$ cat src/rtl/issue_scoreboard_if.sv
// Issue-path bundle: decoder-side capture, execute-side offer and writeback report.
// The master is the surrounding pipeline (decoder, execute, writeback); the slave is the issue scoreboard.
interface issue_scoreboard_if #(
    parameter int PAYLOAD_W = 128
);
    logic                 in_valid;
    logic                 in_ready;
    logic [PAYLOAD_W-1:0] in_payload;
    logic                 in_reg1_read_en;
    logic                 in_reg2_read_en;
    logic [4:0]           in_reg1_addr;
    logic [4:0]           in_reg2_addr;
    logic                 in_reg_write_en;
    logic [4:0]           in_reg_write_addr;
    logic                 in_serial;

    logic                 out_valid;
    logic                 out_ready;
    logic [PAYLOAD_W-1:0] out_payload;
    logic                 out_reg_write_en;
    logic [4:0]           out_reg_write_addr;

    logic                 wb_valid;
    logic                 wb_we;
    logic [4:0]           wb_addr;

    modport master (
        output in_valid, in_payload, in_reg1_read_en, in_reg2_read_en,
               in_reg1_addr, in_reg2_addr, in_reg_write_en, in_reg_write_addr,
               in_serial, out_ready, wb_valid, wb_we, wb_addr,
        input  in_ready, out_valid, out_payload, out_reg_write_en, out_reg_write_addr
    );

    modport slave (
        input  in_valid, in_payload, in_reg1_read_en, in_reg2_read_en,
               in_reg1_addr, in_reg2_addr, in_reg_write_en, in_reg_write_addr,
               in_serial, out_ready, wb_valid, wb_we, wb_addr,
        output in_ready, out_valid, out_payload, out_reg_write_en, out_reg_write_addr
    );
endinterface

$ cat src/rtl/issue_scoreboard.sv
// Issue controller: one-entry holding register, 32-entry pending-write scoreboard, serialization FSM.
// Latency: accept at cycle N, earliest issue at N+1; 1/cycle sustained without hazards.
// Backpressure: in_ready only when the holding slot is empty or draining this cycle; out_valid never looks at out_ready.
module issue_scoreboard #(
    parameter int PAYLOAD_W    = 128,
    parameter int MAX_INFLIGHT = 4
) (
    input  logic                clk,
    input  logic                rst_n,
    input  logic                flush,
    issue_scoreboard_if.slave   io,
    output logic                hazard_stall,
    output logic [15:0]         stall_cnt
);
    localparam int CW = 4;
    localparam logic [CW-1:0] MAX_CNT = CW'(MAX_INFLIGHT);

    typedef enum logic [1:0] {RUN, DRAIN, SERIAL} state_t;

    state_t               state;
    logic                 hold_valid;
    logic [PAYLOAD_W-1:0] hold_payload;
    logic                 hold_r1_en, hold_r2_en, hold_we, hold_serial;
    logic [4:0]           hold_r1, hold_r2, hold_wa;
    logic [31:0]          sb;
    logic [CW-1:0]        cnt;

    logic [31:0]          clear_mask, set_mask, eff;
    logic [CW-1:0]        cnt_eff;
    logic                 wb_dec, hazard, issue_ok, fire, accept;

    always_comb begin
        clear_mask = '0;
        if (io.wb_valid && io.wb_we)
            clear_mask[io.wb_addr] = 1'b1;
        // A same-cycle writeback releases its register immediately.
        eff = sb & ~clear_mask;
        hazard = (hold_r1_en && eff[hold_r1]) ||
                 (hold_r2_en && eff[hold_r2]) ||
                 (hold_we    && eff[hold_wa]);

        // Writebacks with nothing in flight are ignored.
        wb_dec  = io.wb_valid && (cnt != '0);
        cnt_eff = cnt - {{(CW-1){1'b0}}, wb_dec};

        issue_ok = 1'b0;
        if (hold_valid && !hazard && state == RUN)
            issue_ok = hold_serial ? (cnt_eff == '0) : (cnt_eff < MAX_CNT);

        io.out_valid = issue_ok && !flush;
        fire         = io.out_valid && io.out_ready;
        io.in_ready  = !flush && (!hold_valid || fire);
        accept       = io.in_valid && io.in_ready;

        set_mask = '0;
        if (fire && hold_we && hold_wa != 5'd0)
            set_mask[hold_wa] = 1'b1;

        hazard_stall = hold_valid && hazard && (state == RUN);
    end

    assign io.out_payload        = hold_payload;
    assign io.out_reg_write_en   = hold_we;
    assign io.out_reg_write_addr = hold_wa;

    always_ff @(posedge clk or negedge rst_n) begin
        if (!rst_n) begin
            state        <= RUN;
            hold_valid   <= 1'b0;
            hold_payload <= '0;
            hold_r1_en   <= 1'b0;
            hold_r2_en   <= 1'b0;
            hold_we      <= 1'b0;
            hold_serial  <= 1'b0;
            hold_r1      <= '0;
            hold_r2      <= '0;
            hold_wa      <= '0;
            sb           <= '0;
            cnt          <= '0;
            stall_cnt    <= '0;
        end else begin
            if (hazard_stall && stall_cnt != 16'hFFFF)
                stall_cnt <= stall_cnt + 16'd1;

            if (flush) begin
                state      <= RUN;
                hold_valid <= 1'b0;
                sb         <= '0;
                cnt        <= '0;
            end else begin
                if (accept) begin
                    hold_valid   <= 1'b1;
                    hold_payload <= io.in_payload;
                    hold_r1_en   <= io.in_reg1_read_en;
                    hold_r2_en   <= io.in_reg2_read_en;
                    hold_r1      <= io.in_reg1_addr;
                    hold_r2      <= io.in_reg2_addr;
                    hold_we      <= io.in_reg_write_en;
                    hold_wa      <= io.in_reg_write_addr;
                    hold_serial  <= io.in_serial;
                end else if (fire) begin
                    hold_valid <= 1'b0;
                end

                // Set after clear so a same-register set/clear collision keeps the bit.
                sb  <= ((sb & ~clear_mask) | set_mask) & ~32'h1;
                cnt <= cnt + {{(CW-1){1'b0}}, fire} - {{(CW-1){1'b0}}, wb_dec};

                case (state)
                    RUN: begin
                        if (hold_valid && hold_serial) begin
                            if (cnt_eff != '0)
                                state <= DRAIN;
                            else if (fire)
                                state <= SERIAL;
                        end
                    end
                    DRAIN: begin
                        if (cnt_eff == '0)
                            state <= RUN;
                    end
                    SERIAL: begin
                        if (io.wb_valid)
                            state <= RUN;
                    end
                    default: state <= RUN;
                endcase
            end
        end
    end
endmodule

$ cat src/flat_wrapper.sv
// flat-port wrapper written by rule: the top's interface ports become plain ports
module issue_scoreboard_flat 
#(
    parameter int PAYLOAD_W    = 128,
    parameter int MAX_INFLIGHT = 4
)
  (clk, rst_n, flush, hazard_stall, stall_cnt, io_in_valid, io_in_payload, io_in_reg1_read_en, io_in_reg2_read_en, io_in_reg1_addr, io_in_reg2_addr, io_in_reg_write_en, io_in_reg_write_addr, io_in_serial, io_out_ready, io_wb_valid, io_wb_we, io_wb_addr, io_in_ready, io_out_valid, io_out_payload, io_out_reg_write_en, io_out_reg_write_addr);
  issue_scoreboard_if #(.PAYLOAD_W(PAYLOAD_W)) io_i ();
  input  logic clk;
  input  logic rst_n;
  input  logic flush;
  output logic hazard_stall;
  output logic [15:0] stall_cnt;
  input wire logic [$bits(io_i.in_valid)-1:0] io_in_valid;
  input wire logic [$bits(io_i.in_payload)-1:0] io_in_payload;
  input wire logic [$bits(io_i.in_reg1_read_en)-1:0] io_in_reg1_read_en;
  input wire logic [$bits(io_i.in_reg2_read_en)-1:0] io_in_reg2_read_en;
  input wire logic [$bits(io_i.in_reg1_addr)-1:0] io_in_reg1_addr;
  input wire logic [$bits(io_i.in_reg2_addr)-1:0] io_in_reg2_addr;
  input wire logic [$bits(io_i.in_reg_write_en)-1:0] io_in_reg_write_en;
  input wire logic [$bits(io_i.in_reg_write_addr)-1:0] io_in_reg_write_addr;
  input wire logic [$bits(io_i.in_serial)-1:0] io_in_serial;
  input wire logic [$bits(io_i.out_ready)-1:0] io_out_ready;
  input wire logic [$bits(io_i.wb_valid)-1:0] io_wb_valid;
  input wire logic [$bits(io_i.wb_we)-1:0] io_wb_we;
  input wire logic [$bits(io_i.wb_addr)-1:0] io_wb_addr;
  output wire logic [$bits(io_i.in_ready)-1:0] io_in_ready;
  output wire logic [$bits(io_i.out_valid)-1:0] io_out_valid;
  output wire logic [$bits(io_i.out_payload)-1:0] io_out_payload;
  output wire logic [$bits(io_i.out_reg_write_en)-1:0] io_out_reg_write_en;
  output wire logic [$bits(io_i.out_reg_write_addr)-1:0] io_out_reg_write_addr;
  assign io_i.in_valid = io_in_valid;
  assign io_i.in_payload = io_in_payload;
  assign io_i.in_reg1_read_en = io_in_reg1_read_en;
  assign io_i.in_reg2_read_en = io_in_reg2_read_en;
  assign io_i.in_reg1_addr = io_in_reg1_addr;
  assign io_i.in_reg2_addr = io_in_reg2_addr;
  assign io_i.in_reg_write_en = io_in_reg_write_en;
  assign io_i.in_reg_write_addr = io_in_reg_write_addr;
  assign io_i.in_serial = io_in_serial;
  assign io_i.out_ready = io_out_ready;
  assign io_i.wb_valid = io_wb_valid;
  assign io_i.wb_we = io_wb_we;
  assign io_i.wb_addr = io_wb_addr;
  assign io_in_ready = io_i.in_ready;
  assign io_out_valid = io_i.out_valid;
  assign io_out_payload = io_i.out_payload;
  assign io_out_reg_write_en = io_i.out_reg_write_en;
  assign io_out_reg_write_addr = io_i.out_reg_write_addr;
  issue_scoreboard #(.PAYLOAD_W(PAYLOAD_W), .MAX_INFLIGHT(MAX_INFLIGHT)) u_core (.clk(clk), .rst_n(rst_n), .flush(flush), .io(io_i), .hazard_stall(hazard_stall), .stall_cnt(stall_cnt));
endmodule
$ cat config.mk
export PLATFORM = sky130hd
export DESIGN_NAME = issue_scoreboard_flat
export DESIGN_NICKNAME = d
export VERILOG_FILES = /design/src/rtl/issue_scoreboard_if.sv /design/src/rtl/issue_scoreboard.sv /design/src/flat_wrapper.sv
export SDC_FILE = /design/constraint.sdc
export NUM_CORES = 1
export LEC_CHECK = 0
export CORE_MARGIN = 4
export CORE_UTILIZATION = 45
export DETAILED_ROUTE_END_ITERATION = 6
export GPL_ROUTABILITY_DRIVEN = 0
export HOLD_SLACK_MARGIN = 0.12
export PLACE_DENSITY_LB_ADDON = 0.12
export SLEW_MARGIN = 5
export SYNTH_ARGS = -nofsm -noshare
export SYNTH_HDL_FRONTEND = slang
export SYNTH_SLANG_ARGS = --single-unit
$ cat constraint.sdc
create_clock -name clk -period 4.8 [get_ports clk]
set_input_delay 0.48 -clock clk [delete_from_list [all_inputs] [get_ports clk]]
set_output_delay 0.48 -clock clk [all_outputs]
set_load 0.05 [all_outputs]
==> out/results.ini <==
[run]
maxCapViolCount=0

[worst_setup_path]
worstReg2RegStart=u_core.hold_r1[1]
cp_max_fo=8
r2r_end=u_core.io.out_payload[37]
start_kind=input port
cp-startpoint=io_wb_addr[4]
worst_ep_required_time_ps=4320
critPathArrivalTime_ps=3710
crit_type=input port to output pin
rrSetupSlack_ps=1010
end_kind=output pin
cp-endpoint=io_in_ready
reg2reg_depth=10

[sta]
finalSetupViolations=0
skew_ps=10.62
min_period_over_period_pct=87.21
worst_pin_slew_ps=871.9
period_needed_ps=4186
rsz0062_at_grt=no
max_freq_mhz=238.9
maxSlewViolCount=0
slew_headroom_pct=41.87
finalHoldViolations=0
finalSetupTns_ps=0

[status]
status=complete, no violations

[synth]
synth_area_um2=9742
syn_inst=726
yosys_warnings=0
yosysUniqueCellTypes=65
synthFlopType=dfrtp_1
yosys-top-cells-area=dfrtp_1, mux2_4, mux2_2, o22ai_1, buf_6
postSynthNetCount=894
ys_seq_area_share_pct=51.63
synth_top_area_share_pct=51.63
syn_area_per_cell_um2=13.42
async_reset_ff_share_pct=100.0
yosysTopAreaCell=dfrtp_1
synth-edff-count=0
synth_seq_cells=201

[route]
ant_nets=0
drc=0
vias=7359
viasPerCell=5.512
drt_iter0_drc=638
first_pass_iters=6
wl_um=29050
wl_per_cell_um=21.76

[clock_network]
htreeDepth=1
cts_root_buf=clkbuf_16
numCtsBuffers=23
cts_buffer_depth=3
insertion_delay_ps=510
clkTransAtPathRegs_ps=60
cts_tree=built
cts_sinks=201

[global_routing]
grt_pass1_wl_um=44750
met2_usage_pct=38.27
grtUsageMet1_pct=30.27
grtUsageMet3_pct=7.093
top_usage_layer=met2
grt_pass1_vias=7810
grt_usage_pct=23.52
overflow=0
grt_max_degree=109
antenna_found_initial=1

[placed_design]
hpwl_um=21110
dpl_cell_area_um2=13140
dp_cells=1292
port_buffers=311

[die]
die-width_um=155.1
initial_core_util_pct=46.05
dieHeight_um=155.1
core-area_um2=21150
row_count=53
dieArea_um2=24070
top_level_ports=312

[cells_and_area]
finalCoreUtilization_pct=65.64
mostFrequentLayoutCells=clkdlybuf4s50_1, dfrtp_1, mux2_4, o22ai_1, nor2_1
instances_no_fill=1335
final_area_um2=13890
drive_gt1_share_pct=21.57
syn_to_final_growth_pct=42.54
final_common_cell=clkdlybuf4s50_1
fin_nets=1211

[pwr]
finalPower_mw=6.689
vdd_drop_max_mv=0.2725
p_per_area_nw_per_um2=481.7
leakage_nw=6.119

[hold_path]
hold_path_class=register to register

==> power breakdown <==
| part | total (mW) | leakage [nW] | switching [mW] | internal (mW) |
|---|---|---|---|---|
| logic | 2.70 | 3.29 | 1.57 | 1.12 |
| registers | 2.28 | 2.47 | 0.275 | 2.00 |
| clock network | 1.72 | 0.361 | 0.683 | 1.03 |
==> synthesized netlist by cell type (6+ instances only) <==
master       n
nand2b_1     9
or3_1        7
o211ai_1    16
nand4_1     13
a21oi_1     15
xnor2_1     11
a22oi_1      6
inv_1       19
ha_1         8
nand3b_1     6
buf_6       14
nor2_1      24
clkbuf_1    17
dfrtp_1    201
and3_1      12
o21ai_0     21
o21ai_1     15
o2111ai_1    7
nor2b_1      7
nand3_1     12
o22ai_1     32
mux4_2       7
mux2_4     130
mux2_2      21
nand2_1     18
==> per-layer routing <==
metal | part of all wire (%) | vias to the layer above
met5 | 0 | -
met4 | 3.1 | 0
met3 | 9.2 | 63
met2 | 48 | 371
met1 | 40 | 3596
li1 | - | 3329
==> state kept, by name, summed over array words and instances, names as in the netlist, 2 cells and up <==
register                      cells
u_core.cnt                        4
u_core.stall_cnt                 16
u_core.hold_r1                    5
u_core.hold_r2                    5
u_core.sb                        31
u_core.state                      2
u_core.io.out_payload           128
u_core.io.out_reg_write_addr      5
==> worst min path at each step <==
| stage | start | endpoint | slack [ps] | cells after the start |
|---|---|---|---|---|
| global placement | u_core.stall_cnt[7] | u_core.stall_cnt[7] | 480 | 1 |
| floorplan | rst_n | u_core.cnt[0] | 180 | 0 |
| CTS | u_core.stall_cnt[9] | u_core.stall_cnt[9] | 490 | 1 |
| detailed placement | u_core.stall_cnt[9] | u_core.stall_cnt[9] | 480 | 1 |
| global route | u_core.io.out_payload[126] | u_core.io.out_payload[126] | 520 | 1 |
| finish | u_core.stall_cnt[9] | u_core.stall_cnt[9] | 490 | 1 |
==> layout make-up <==
class                   count  area, um^2
repair buffers            330        3317
clock inverters             7       92.59
fillers                  1606        7268
flip-flops and latches    201        5030
well taps                 275       344.1
inverters                  21       78.83
diodes                      3       7.507
multi-input cells         466        4377
clock buffers              32       639.4
==> worst max-delay path: stages <==
cell and delay [ps]:
clkdlybuf4s50_1 550, or3_1 540, o21ai_1 460, o22ai_1 190, a221oi_2 210, a311oi_1 210, a211oi_4 330, nand3_2 120
buf_4 190, a21oi_1 250, buf_12 180
==> logic make-up after synthesis <==
logic type / Yosys count / share of synthesized area (%)
simple gates: 139 / 8.181
buf+inv: 59 / 3.532
fa+ha+maj: 9 / 1.233
compound gates: 145 / 9.954
mux: 161 / 24.39
flops: 201 / 51.63
xor+xnor: 12 / 1.079
==> what timing repair did <==
| action | in CTS | in global routing |
|---|---|---|
| resized for setup | 0 | 0 |
| setup buffers | 0 | 0 |
| hold buffers | 1 | 0 |
| endpoints found under the hold margin | 1 | 0 |
| endpoints found under the setup margin | 0 | 0 |
==> stage by stage <==
stage	hold slack [ps]	setup slack, ps
2_1_floorplan	184.4	1348
3_3_place_gp	482.8	378.9
3_5_place_dp	483.5	323.8
4_1_cts	493.5	635.3
5_1_grt	521.2	305.3
6_report	488.2	613.9
Power figures use the tool's default switching activity.
